<file path="src/rtl/ram_burst_reader.sv">
// ram_burst_reader: read-side sequencer for a single-port synchronous-read RAM.
//
// Accepts a burst request (start address, length), walks the RAM address one
// word per issue, captures the RAM read data one cycle after each address is
// presented, and delivers the words on a valid/ready stream with a last flag.
// A 2-entry output buffer plus a one-deep in-flight read give full-rate
// streaming under continuous ready and lossless behaviour under backpressure.
//
// Build option:
//   RDR_ADDR_WRAP_EN  defined   -> addresses wrap modulo 2^AWIDTH, any length
//                                  is accepted (long bursts reread cyclically).
//                     undefined -> a request running past the top of memory
//                                  is rejected with a one-cycle err pulse.

module ram_burst_reader #(
    parameter int AWIDTH = 3,
    parameter int DWIDTH = 32,
    parameter int LWIDTH = AWIDTH + 1
) (
    input  logic              clock,
    input  logic              reset,
    input  logic              start,
    input  logic [AWIDTH-1:0] start_addr,
    input  logic [LWIDTH-1:0] burst_len,
    output logic              busy,
    output logic              done,
    output logic              err,
    output logic [AWIDTH-1:0] ram_addr,
    output logic              ram_we,
    input  logic [DWIDTH-1:0] ram_dout,
    output logic [DWIDTH-1:0] m_data,
    output logic              m_valid,
    input  logic              m_ready,
    output logic              m_last
);

    typedef enum logic [1:0] {
        IDLE  = 2'd0,
        READ  = 2'd1,
        DRAIN = 2'd2
    } state_t;

    state_t            state;

    // Words still to be issued to the RAM for the current burst.
    logic [LWIDTH-1:0] remaining;

    // Read issued at the previous edge; its data is on ram_dout this cycle.
    logic              rd_vld_p1;
    logic              rd_last_p1;

    // Two-entry output buffer, head entry drives the stream.
    logic [1:0]        occ;
    logic [DWIDTH-1:0] head_data;
    logic [DWIDTH-1:0] tail_data;
    logic              head_last;
    logic              tail_last;

    logic              push;
    logic              pop;
    logic [2:0]        pending;
    logic              issue;
    logic              last_issue;
    logic              req_reject;

    // The RAM is only ever read from this port.
    assign ram_we = 1'b0;

    assign m_valid = (occ != 2'd0);
    assign m_data  = head_data;
    assign m_last  = m_valid && head_last;

    assign push = rd_vld_p1;
    assign pop  = m_valid && m_ready;

    // Words that will occupy the buffer after this edge if no new read is
    // issued: buffered + in flight - leaving. A new read is only issued when
    // there is guaranteed room for its data one cycle later, so the buffer
    // can never overflow regardless of downstream stalls.
    assign pending    = {1'b0, occ} + {2'b00, rd_vld_p1} - {2'b00, pop};
    assign issue      = (state == READ) && (pending < 3'd2);
    assign last_issue = issue && (remaining == LWIDTH'(1));

`ifdef RDR_ADDR_WRAP_EN
    // Address counter wraps naturally; every non-empty request is accepted.
    assign req_reject = 1'b0;
`else
    // Reject any request whose last word would lie beyond the top of memory.
    // The sum is formed one bit wider than the length so it cannot overflow.
    localparam logic [LWIDTH:0] DEPTH_EXT = (LWIDTH + 1)'(1) << AWIDTH;
    logic [LWIDTH:0] req_end;
    assign req_end    = (LWIDTH + 1)'(start_addr) + (LWIDTH + 1)'(burst_len);
    assign req_reject = (req_end > DEPTH_EXT);
`endif

    // Control FSM: request acceptance, read issue, burst completion pulses.
    always_ff @(posedge clock) begin
        if (reset) begin
            state      <= IDLE;
            ram_addr   <= '0;
            remaining  <= '0;
            rd_vld_p1  <= 1'b0;
            rd_last_p1 <= 1'b0;
            busy       <= 1'b0;
            done       <= 1'b0;
            err        <= 1'b0;
        end else begin
            done       <= 1'b0;
            err        <= 1'b0;
            rd_vld_p1  <= issue;
            rd_last_p1 <= last_issue;

            case (state)
                IDLE: begin
                    if (start) begin
                        if (burst_len == '0) begin
                            done <= 1'b1;
                        end else if (req_reject) begin
                            err <= 1'b1;
                        end else begin
                            ram_addr  <= start_addr;
                            remaining <= burst_len;
                            state     <= READ;
                            busy      <= 1'b1;
                        end
                    end
                end

                READ: begin
                    if (issue) begin
                        ram_addr  <= ram_addr + AWIDTH'(1);
                        remaining <= remaining - LWIDTH'(1);
                        if (last_issue) begin
                            state <= DRAIN;
                        end
                    end
                end

                DRAIN: begin
                    // The last-tagged word can only be at the head once all
                    // earlier words have left, so its pop ends the burst.
                    if (pop && head_last) begin
                        state <= IDLE;
                        busy  <= 1'b0;
                        done  <= 1'b1;
                    end
                end

                default: begin
                    state <= IDLE;
                    busy  <= 1'b0;
                end
            endcase
        end
    end

    // Output buffer: capture in-flight RAM data, shift toward the head on pop.
    always_ff @(posedge clock) begin
        if (reset) begin
            occ       <= 2'd0;
            head_data <= '0;
            head_last <= 1'b0;
            tail_last <= 1'b0;
        end else begin
            case ({push, pop})
                2'b10: begin
                    if (occ == 2'd0) begin
                        head_data <= ram_dout;
                        head_last <= rd_last_p1;
                    end else begin
                        tail_data <= ram_dout;
                        tail_last <= rd_last_p1;
                    end
                    occ <= occ + 2'd1;
                end

                2'b01: begin
                    head_data <= tail_data;
                    head_last <= tail_last;
                    occ       <= occ - 2'd1;
                end

                2'b11: begin
                    // Occupancy is unchanged; new word lands behind whatever
                    // remains after the head leaves.
                    if (occ == 2'd1) begin
                        head_data <= ram_dout;
                        head_last <= rd_last_p1;
                    end else begin
                        head_data <= tail_data;
                        head_last <= tail_last;
                        tail_data <= ram_dout;
                        tail_last <= rd_last_p1;
                    end
                end

                default: begin
                end
            endcase
        end
    end

endmodule

</file>
<file path="config.mk">
export PLATFORM = sky130hd
export DESIGN_NAME = ram_burst_reader
export DESIGN_NICKNAME = d
export VERILOG_FILES = /design/src/rtl/ram_burst_reader.sv
export SDC_FILE = /design/constraint.sdc
export NUM_CORES = 1
export LEC_CHECK = 0
export BUFFER_PORTS_ARGS = -buffer_cell sky130_fd_sc_hd__buf_2
export CORE_AREA = 5 5 121 111
export DETAILED_ROUTE_END_ITERATION = 6
export DIE_AREA = 0 0 126 116
export PLACE_DENSITY = 0.52
export RECOVER_POWER = 25
export SKIP_LAST_GASP = 1
export SYNTH_ARGS = -nofsm -noshare
export SYNTH_HDL_FRONTEND = slang
export SYNTH_SLANG_ARGS = --single-unit
</file>
<file path="constraint.sdc">
create_clock -name clock -period 6.5 [get_ports clock]
set_input_delay 0.325 -clock clock [delete_from_list [all_inputs] [get_ports clock]]
set_output_delay 0.325 -clock clock [all_outputs]
set_load 0.005 [all_outputs]
</file>
## After elaboration in Yosys (flattened, before gate mapping)

Index checks and enable logic that the tools add are counted.

- Register bits after elaboration: 82
- Input bits: 43
- Output and inout port bits: 41
- Logic and storage cells: 102

- Add/sub/neg operators: 7
- Magnitude comparators: 2
- Eq/ne operators: 16
- Multiplexer cells: 40
- Bitwise gates (word level): 4
- Reduce and logical (&&, ||, !) cells: 20

Operators by type and width:

| kind | count |
|---|---|
| $mux W32 | 4 |
| $pmux W32 S3 | 1 |
| $pmux W32 S2 | 1 |
| $ne A2 B2 Y1 const B | 9 |
| $mux W4 | 4 |
| $mux W1 | 12 |
| $mux W2 | 6 |
| $mux W3 | 4 |
| $reduce_and A5 Y1 | 2 |
| $pmux W4 S2 | 1 |
| $reduce_bool A2 Y1 | 4 |
| $eq A2 B1 Y1 const B | 3 |
| $eq A2 B2 Y1 const B | 3 |
| $pmux W1 S3 | 2 |
| $pmux W2 S3 | 1 |
| $pmux W3 S2 | 1 |
| $reduce_and A6 Y1 | 1 |
| $add A3 B4 Y5 | 1 |
| $gt A5 B4 Y1 const B | 1 |
| $logic_and A1 B1 Y1 | 5 |
| $eq A4 B1 Y1 const B | 1 |
| $logic_not A2 Y1 | 2 |
| $logic_not A4 Y1 | 1 |
| $not A1 Y1 | 4 |
| 14 further kinds | 15 |

## Longest topological paths before layout

Gate-level depths: netlist of run 1.

- Word-level depth: 9
- Gate-level depth with buffers: 11
- Gate-level depth less buffers: 11

## Worst setup path before layout of run 1

Ideal clock, no wire load.

- Kind: flip-flop to flip-flop
- Start: reg occ[1]
- End: reg tail_data[0] (enable)
- Library setup time: 468 ps
- Arrival time: 3749 ps
- Data required time: 6032 ps
- Slack: 2283 ps
- Stages on the path, launching flop included: 8
- Buffers on the path: 0
- Period minus slack after synthesis: 4217 ps
- Path through: dfxtp_1 > inv_1 > ha_1 > nor2b_1 > inv_1 > ha_1 > a22oi_1 > nor3b_1

- Longest elaborated chain between the ends: 5
- Elaborated cells on any way between the ends: 10
- Classes of those cells: eq/ne: 5; reduce/logical: 5

RTL lines:

| element | RTL line | RTL |
|---|---|---|
| start: declaration | 53 | `logic [1:0] occ;` |
| start signal: assignment | 174 | `occ <= occ + 2'd1;` |
| start signal: assignment | 180 | `occ <= occ - 2'd1;` |
| $reduce_bool A2 Y1 | 69 | `assign m_valid = (occ != 2'd0);` |
| $logic_and A1 B1 Y1 | 74 | `assign pop = m_valid && m_ready;` |
| $eq A2 B2 Y1 | 165 | `case ({push, pop})` |
| $ne A2 B2 Y1 (no source line) / $reduce_bool A2 Y1 (equally long branches) | n/a |  |
| $reduce_and A4 Y1 (no source line) * | n/a |  |
| end signal: assignment | 171 | `tail_data <= ram_dout;` |
| end signal: assignment | 192 | `tail_data <= ram_dout;` |
| end: declaration | 55 | `logic [DWIDTH-1:0] tail_data;` |

Mark *: on every way between the ends. The rest lies on a longest branch, timed or not.
A chain may end at the register's enable or synchronous reset.

## Final worst setup path of run 1

- Start: reg occ[1]
- End: reg ram_addr[1]

- Longest elaborated chain between the ends: 7
- Elaborated cells on any way between the ends: 8
- Classes of those cells: add/sub: 2; order compare: 1; eq/ne: 1; reduce/logical: 4

RTL lines:

| element | RTL line | RTL |
|---|---|---|
| parallel branches: the longest is 2 deep, another holds $add A2 B1 Y3 | n/a |  |
| $sub A3 B1 Y3 * | 80 | `assign pending = {1'b0, occ} + {2'b00, rd_vld_p1} - {2'b00, pop};` |
| $lt A3 B2 Y1 * | 81 | `assign issue = (state == READ) && (pending < 3'd2);` |
| $logic_and A1 B1 Y1 * | 81 |  |
| $ne A2 B2 Y1 (no source line) * | n/a |  |
| $reduce_and A5 Y1 (no source line) * | n/a |  |
| end signal: assignment | 121 | `ram_addr <= start_addr;` |
| end signal: assignment | 131 | `ram_addr <= ram_addr + AWIDTH'(1);` |
| end: declaration | 28 | `output logic [AWIDTH-1:0] ram_addr,` |

Mark *: on every way between the ends.

==> run metrics, run 1 <==
# clock sinks 82; clock transition at the registers of the reported paths 60 ps; Syn. warnings 0; Inserted Diodes 0; full die area 0.0146 mm²; Non-Filler Instances 567; RSZ-0062 raised after global routing no; placed insts 551; internal power 0.00117 W; I/O pins 84; Final min period 3320 ps; period utilisation layout 0.511; CTS tree done; gr usage total 0.120; DRC violations left 0; Layout area overhead 24.1%; Max Freq 0.301 GHz; pwr dens 390 mW/mm²; global-route wire length before repair 13900 µm; final hold violations 0; sequential power share 0.397; R2R depth 10; Distinct cells, synth 44; CTS root buf clkbuf_16; Crit. End Element register; dpl hpwl 5950 µm; Switching Share 0.316; WL/cell 15.2 µm; Die X 126 µm; hold depth 1; antenna viol nets, final 0; Slew Limit Fails 0; worst vdd rail ir drop 0.000186 V; pin count of the biggest net entering global routing 51; Design Power 0.00171 W; cell leakage power 1.66 nW; Synth Net Count 382; Synth area leader dfxtp_1; CP Data Required Time 6740 ps; DR vias 2712; core area 0.0120 mm²; Detailed Routing Iterations Pass 1 4; HP Start ram_dout[25]; final setup violating endpoints 0; post-cts sizing count 0; post-route cell area 0.00438 mm²; Final Skew 6.57 ps; H-tree depth 3; antenna violations before repair 0; Synth area leaders dfxtp_1, edfxtp_1, a211oi_1; synthesized instance count 326; switching power of the nets 0.000539 W; FP Rows 38; Logic pwr share 0.298; mean area per synthesized cell 10.8 µm²; clock share of power 0.305; layout cells sized above 1 0.182; #FFs+latches synth 82; cts hold-fix bufs 0; post-synth top area share 0.284; Max Cap Viol 0; RD Place Congestion 0.758; 1st-iter DRT viols 138; Crit path arrival time 3560 ps; sequential area share after synthesis 0.556; R2R Path End ram_addr[1]$_SDFFE_PP0P_; setup bufs post-CTS 0; IO Port Bufs 82; CTS Buf Count 9; vias per cell 4.78; drt total wl 8620 µm; worst hold path type primary input to register; DP Area 0.00411 mm²; Fillers 1265; maximum clock insertion buffer count 2; Initial Utilization 0.294; total congestion overflow 0; RR Startpoint occ[1]$_SDFFE_PP0N_; Startpoint Class register; CP max FO 5; Clock Latency Late Sink 330 ps; Worst-Margin Slew 1100 ps; Final nets 458; Synth Cell Area 0.00353 mm²; die height 116 µm; slack of the worst reg-to-reg path 3180 ps; Setup WS post-layout 3180 ps; status completed; Slew headroom 0.252; Fin Setup TNS 0 ps; post-place setup slack 3180 ps; Crit Path Class register to register; Worst Hold End tail_data[25]$_DFFE_PP_; number of global-route vias before repair 2740
how the worst max path moves through the flow:
stage                              startpoint                         to  depth (start not counted)
final                     occ[1]$_SDFFE_PP0N_   ram_addr[1]$_SDFFE_PP0P_                         10
after floorplan           occ[1]$_SDFFE_PP0N_     tail_data[0]$_DFFE_PP_                          7
after global placement    occ[1]$_SDFFE_PP0N_   ram_addr[1]$_SDFFE_PP0P_                         10
after CTS                 occ[1]$_SDFFE_PP0N_   ram_addr[1]$_SDFFE_PP0P_                         10
after global routing      occ[1]$_SDFFE_PP0N_  remaining[2]$_SDFFE_PP0P_                         11
after detailed placement  occ[1]$_SDFFE_PP0N_   ram_addr[1]$_SDFFE_PP0P_                         10
registers in the layout (all words and copies together) (netlist names), 2 cells and up:
register   count
remaining      4
state          2
ram_addr       3
m_data        32
tail_data     32
occ            2
layer usage:
metal,share of wire,vias up,global-route usage
met5,0,-,0
met4,0.017,0,0.0493
met3,0.062,10,0.0424
met2,0.46,75,0.194
met1,0.46,1250,0.147
li1,-,1377,-
layout make-up:
cell class                 instances  area, µm²  share of cell area
clock inverter                     1       30.0             0.00686
multi-input combinational        209       1460               0.333
inverter                          14       52.6              0.0120
timing repair buffer              86        398              0.0909
clock buffer                      15        279              0.0637
sequential                        82       1960               0.448
tap                              160        200              0.0457
synthesized netlist by cell type (all sizes together):
cell / number
buf: 6
a21o: 3
xnor2: 1
nor2b: 3
o21ai: 8
a21oi: 12
o31a: 1
or2: 1
o2111ai: 2
mux2i: 4
a22oi: 34
inv: 14
o32ai: 1
clkbuf: 15
a2111o: 1
a211oi: 36
conb: 1
a311oi: 1
nand3b: 1
o2111a: 1
o31ai: 1
nand2: 4
a2111oi: 1
ha: 11
and4b: 1
dfxtp: 50
nor3b: 3
or3: 3
a31oi: 2
fa: 2
nand2b: 5
a2bb2oi: 1
nor4: 1
nor4b: 1
xor2: 4
o311ai: 1
or4: 1
edfxtp: 32
nor2: 49
nor3: 6
mux2: 1
worst max-delay path, stage by stage (launching register included):
cell,delay [ps]
dfxtp_1,390
inv_1,110
ha_1,240
nor2b_1,320
ha_1,350
nand2b_1,180
fa_1,480
inv_1,70
o32ai_1,610
a21oi_1,160
a2111oi_2,340
cell families after synthesis:
family / after synthesis / share of synthesized area
xor+xnor: 5 / 0.0124
other cells: 1 / 0.00106
simple gates: 79 / 0.105
mux: 5 / 0.0145
fa+ha+maj: 13 / 0.0504
compound gates: 106 / 0.221
flops: 82 / 0.556
buf+inv: 35 / 0.0390
cell usage in the layout (no fill, tap or decap), types with 6 or more instances in the layout:
cell type / n
nor3_1: 6
a211oi_1: 35
clkbuf_1: 38
edfxtp_1: 32
dfxtp_1: 50
o21ai_0: 7
clkbuf_16: 10
inv_1: 14
nor2_1: 49
a22oi_1: 34
buf_2: 48
ha_1: 11
a21oi_1: 12
power by group through the flow:
stage / Clock, W / Combinational (W) / Sequential, W
CTS: 0.000542 / 0.000526 / 0.000680
global route: 0.000560 / 0.000577 / 0.000693
global placement: 0 / 0.000512 / 0.000688
detailed placement: 0 / 0.000523 / 0.000690
finish: 0.000521 / 0.000509 / 0.000679
floorplan: 0 / 0.000333 / 0.000692
through the flow:
step,hold slack (ps),utilization
after floorplan,424,-
after global placement,436,0.343
after detailed placement,437,0.343
after CTS,160,0.369
after global routing,162,0.365
final,182,0.365
(Power assumes the default switching activity.)
==> run 2: changes to the inputs <==
--- a/config.mk
+++ b/config.mk
@@ -9,7 +9,7 @@
 export CORE_AREA = 5 5 121 111
 export DETAILED_ROUTE_END_ITERATION = 6
 export DIE_AREA = 0 0 126 116
-export PLACE_DENSITY = 0.52
+export PLACE_DENSITY = 0.54
 export RECOVER_POWER = 25
 export SKIP_LAST_GASP = 1
 export SYNTH_ARGS = -nofsm -noshare
==> constraint.sdc (replaced) <==
create_clock -name clock -period 2.77 [get_ports clock]
set_input_delay 0.1385 -clock clock [delete_from_list [all_inputs] [get_ports clock]]
set_output_delay 0.1385 -clock clock [all_outputs]
set_load 0.005 [all_outputs]
==> run 2 against run 1 <==
Against the previous run:
- clock skew up 1.5 ps
- cell area up 12%
- sequential cell count unchanged
- total power up 150%
- sequential power up 130%
- count of clock-buffer cells in the layout down 4
- via count up 8.0%
- worst setup slack worse by 3100 ps
- wire length up 8.7%
- largest cell class unchanged
- largest power group unchanged
- highest routed layer unchanged
==> run metrics, run 2 (same netlist as run 1, synthesis figures left out) <==
status completed (unchanged); vias per cell 4.79 (was 4.78); Startpoint Class register (unchanged); Worst-Margin Slew 732 ps (was 1100 ps); commonest non-fill, non-tap cell in the layout dfxtp_1 (unchanged); CTS root buf clkbuf_16 (unchanged); worst vdd rail ir drop 0.000478 V (was 0.000186 V); R2R Path End ram_addr[2]$_SDFFE_PP0P_ (was ram_addr[1]$_SDFFE_PP0P_); Worst Hold End ram_addr[0]$_SDFFE_PP0P_ (was tail_data[25]$_DFFE_PP_); global route hottest layer met2 (unchanged); RR Startpoint occ[1]$_SDFFE_PP0N_ (unchanged); slack of the worst reg-to-reg path 120 ps (was 3180 ps); Detailed Routing Iterations Pass 1 4 (unchanged); die height 116 µm (unchanged); 1st-iter DRT viols 118 (was 138); # clock sinks 82 (unchanged); Clock Latency Late Sink 340 ps (was 330 ps); drt total wl 9370 µm (was 8620 µm); Fin Setup TNS 0 ps (unchanged); Max Cap Viol 0 (unchanged); dpl hpwl 6290 µm (was 5950 µm); WL/cell 15.3 µm (was 15.2 µm); met3 usage in global routing 0.0387 (was 0.0424); cell leakage power 1.87 nW (was 1.66 nW); CP max-delay cell fa_2 (was o32ai_1); Slew headroom 0.510 (was 0.252); Layout area overhead 38.5% (was 24.1%); Non-Filler Instances 612 (was 567); met1 Use GR 0.173 (was 0.147); RD Place Congestion 0.793 (was 0.758); global-route wire length before repair 15200 µm (was 13900 µm); Crit Path Class register to register (unchanged); Inserted Diodes 0 (unchanged); RSZ-0062 raised after global routing no (unchanged); final setup violating endpoints 0 (unchanged); setup bufs post-CTS 0 (unchanged); Design Power 0.00420 W (was 0.00171 W); placed insts 564 (was 551); worst stage delay on the critical path 430 ps (was 610 ps); DR vias 2930 (was 2712); met2 Use GR 0.203 (was 0.194); total congestion overflow 0 (unchanged); CP cell instances inv_1 > ha_2 > nor2b_4 > ha_4 > nand2b_4 > fa_2 > xor2_4 > o32ai_4 > o21ai_0 > o21ai_0 > a21oi_1 (was inv_1 > ha_1 > nor2b_1 > ha_1 > nand2b_1 > fa_1 > inv_1 > o32ai_1 > a21oi_1 > a2111oi_2); Crit. End Element register (unchanged); Slew Limit Fails 0 (unchanged); critical path's top delay family adder cells (was compound AO/OA/AOI/OAI gates); Critical path buffers and inverters 1 (was 2); commonest cells after routing, fill and taps aside dfxtp_1, nor2_1, buf_2 (unchanged); final hold violations 0 (unchanged); core area 0.0120 mm² (unchanged); Fillers 1197 (was 1265); Final min period 2650 ps (was 3320 ps); CTS Buf Count 9 (unchanged); antenna viol nets, final 0 (unchanged); gr usage total 0.131 (was 0.120); Die X 126 µm (unchanged); antenna violations before repair 0 (unchanged); Final Skew 8.10 ps (was 6.57 ps); full die area 0.0146 mm² (unchanged); Final nets 503 (was 458); hold depth 3 (was 1); FP Rows 38 (unchanged); layout cells sized above 1 0.215 (was 0.182); Initial Utilization 0.294 (unchanged); Crit path top cell by count o21ai_0; worst hold path type primary input to register (unchanged); CP max FO 5 (unchanged); Crit path arrival time 2850 ps (was 3560 ps); pwr dens 859 mW/mm² (was 390 mW/mm²); Max Freq 0.377 GHz (was 0.301 GHz); I/O pins 84 (unchanged); number of global-route vias before repair 3035 (was 2740); H-tree depth 3 (unchanged); IO Port Bufs 82 (unchanged); CTS tree done (unchanged); DRC violations left 0 (unchanged); HP Start start_addr[0] (was ram_dout[25]); R2R depth 11 (was 10); period utilisation layout 0.957 (was 0.511); maximum clock insertion buffer count 2 (unchanged); clock transition at the registers of the reported paths 60 ps (about the same); worst hold slack 102 ps (was 182 ps); CP Data Required Time 2970 ps (was 6740 ps); pin count of the biggest net entering global routing 41 (was 51)
==> run 2: cell count changes in the layout (fill, tap and decap cells not counted), sizes merged <==
cell         change
clkinv           +3
dlygate4sd3     +32
clkbuf           -3
clkinvlp         +1
buf             +12
==> run 2: tightest hold or removal path, cell delays in order <==
cell and delay (ps):
buf_2 120, nand2_1 50, a311oi_1 80
==> run 2: area by class of cell <==
class | instances | area [µm²] | share of cell area
Clock buffer | 11 | 233 | 0.0476
Clock inverter | 5 | 55.1 | 0.0113
Tap cell | 160 | 200 | 0.0410
Timing Repair Buffer | 131 | 827 | 0.169
Inverter | 14 | 52.6 | 0.0108
Multi-Input combinational cell | 209 | 1560 | 0.319
Sequential cell | 82 | 1960 | 0.402
==> run 2: metrics by stage <==
| step | utilization | instance area (µm²) | worst slack, ps |
|---|---|---|---|
| detailed placement | 0.354 | 4240 | 7.74 |
| CTS | 0.405 | 4850 | 3.15 |
| global route | 0.408 | 4890 | 4.46 |
| finish | 0.408 | 4890 | 120 |
| floorplan | - | 3550 | 40.8 |
| global placement | 0.354 | 4240 | 150 |
==> run 2: what timing repair did <==
action,4_1_cts,5_1_grt
setup endpoints to repair,0,7
resized for setup,0,16
hold buffers,32,0
hold endpoints to repair,32,0
==> run 2: worst max path at each step <==
stage                        startpoint                   endpoint  slack [ps]  cells past startpoint
floorplan           occ[1]$_SDFFE_PP0N_  remaining[0]$_SDFFE_PP0P_          40                     11
global placement    occ[1]$_SDFFE_PP0N_   ram_addr[0]$_SDFFE_PP0P_         150                     11
detailed placement  occ[1]$_SDFFE_PP0N_   ram_addr[0]$_SDFFE_PP0P_           8                     11
CTS                 occ[1]$_SDFFE_PP0N_   ram_addr[0]$_SDFFE_PP0P_           3                     11
global route        occ[1]$_SDFFE_PP0N_  remaining[2]$_SDFFE_PP0P_           4                     11
finish              occ[1]$_SDFFE_PP0N_   ram_addr[2]$_SDFFE_PP0P_         120                     11
==> run 2: where the power goes <==
part	internal (W)	total, W	switching (W)
clock	0.000695	0.00117	0.000471
combinational	0.000640	0.00144	0.000800
sequential	0.00147	0.00159	0.000121
==> run 2: routing by layer <==
metal  share of wire  vias up
met5               0        -
met3           0.046       10
li1                -     1465
met2            0.46       62
met4           0.015        0
met1            0.48     1393
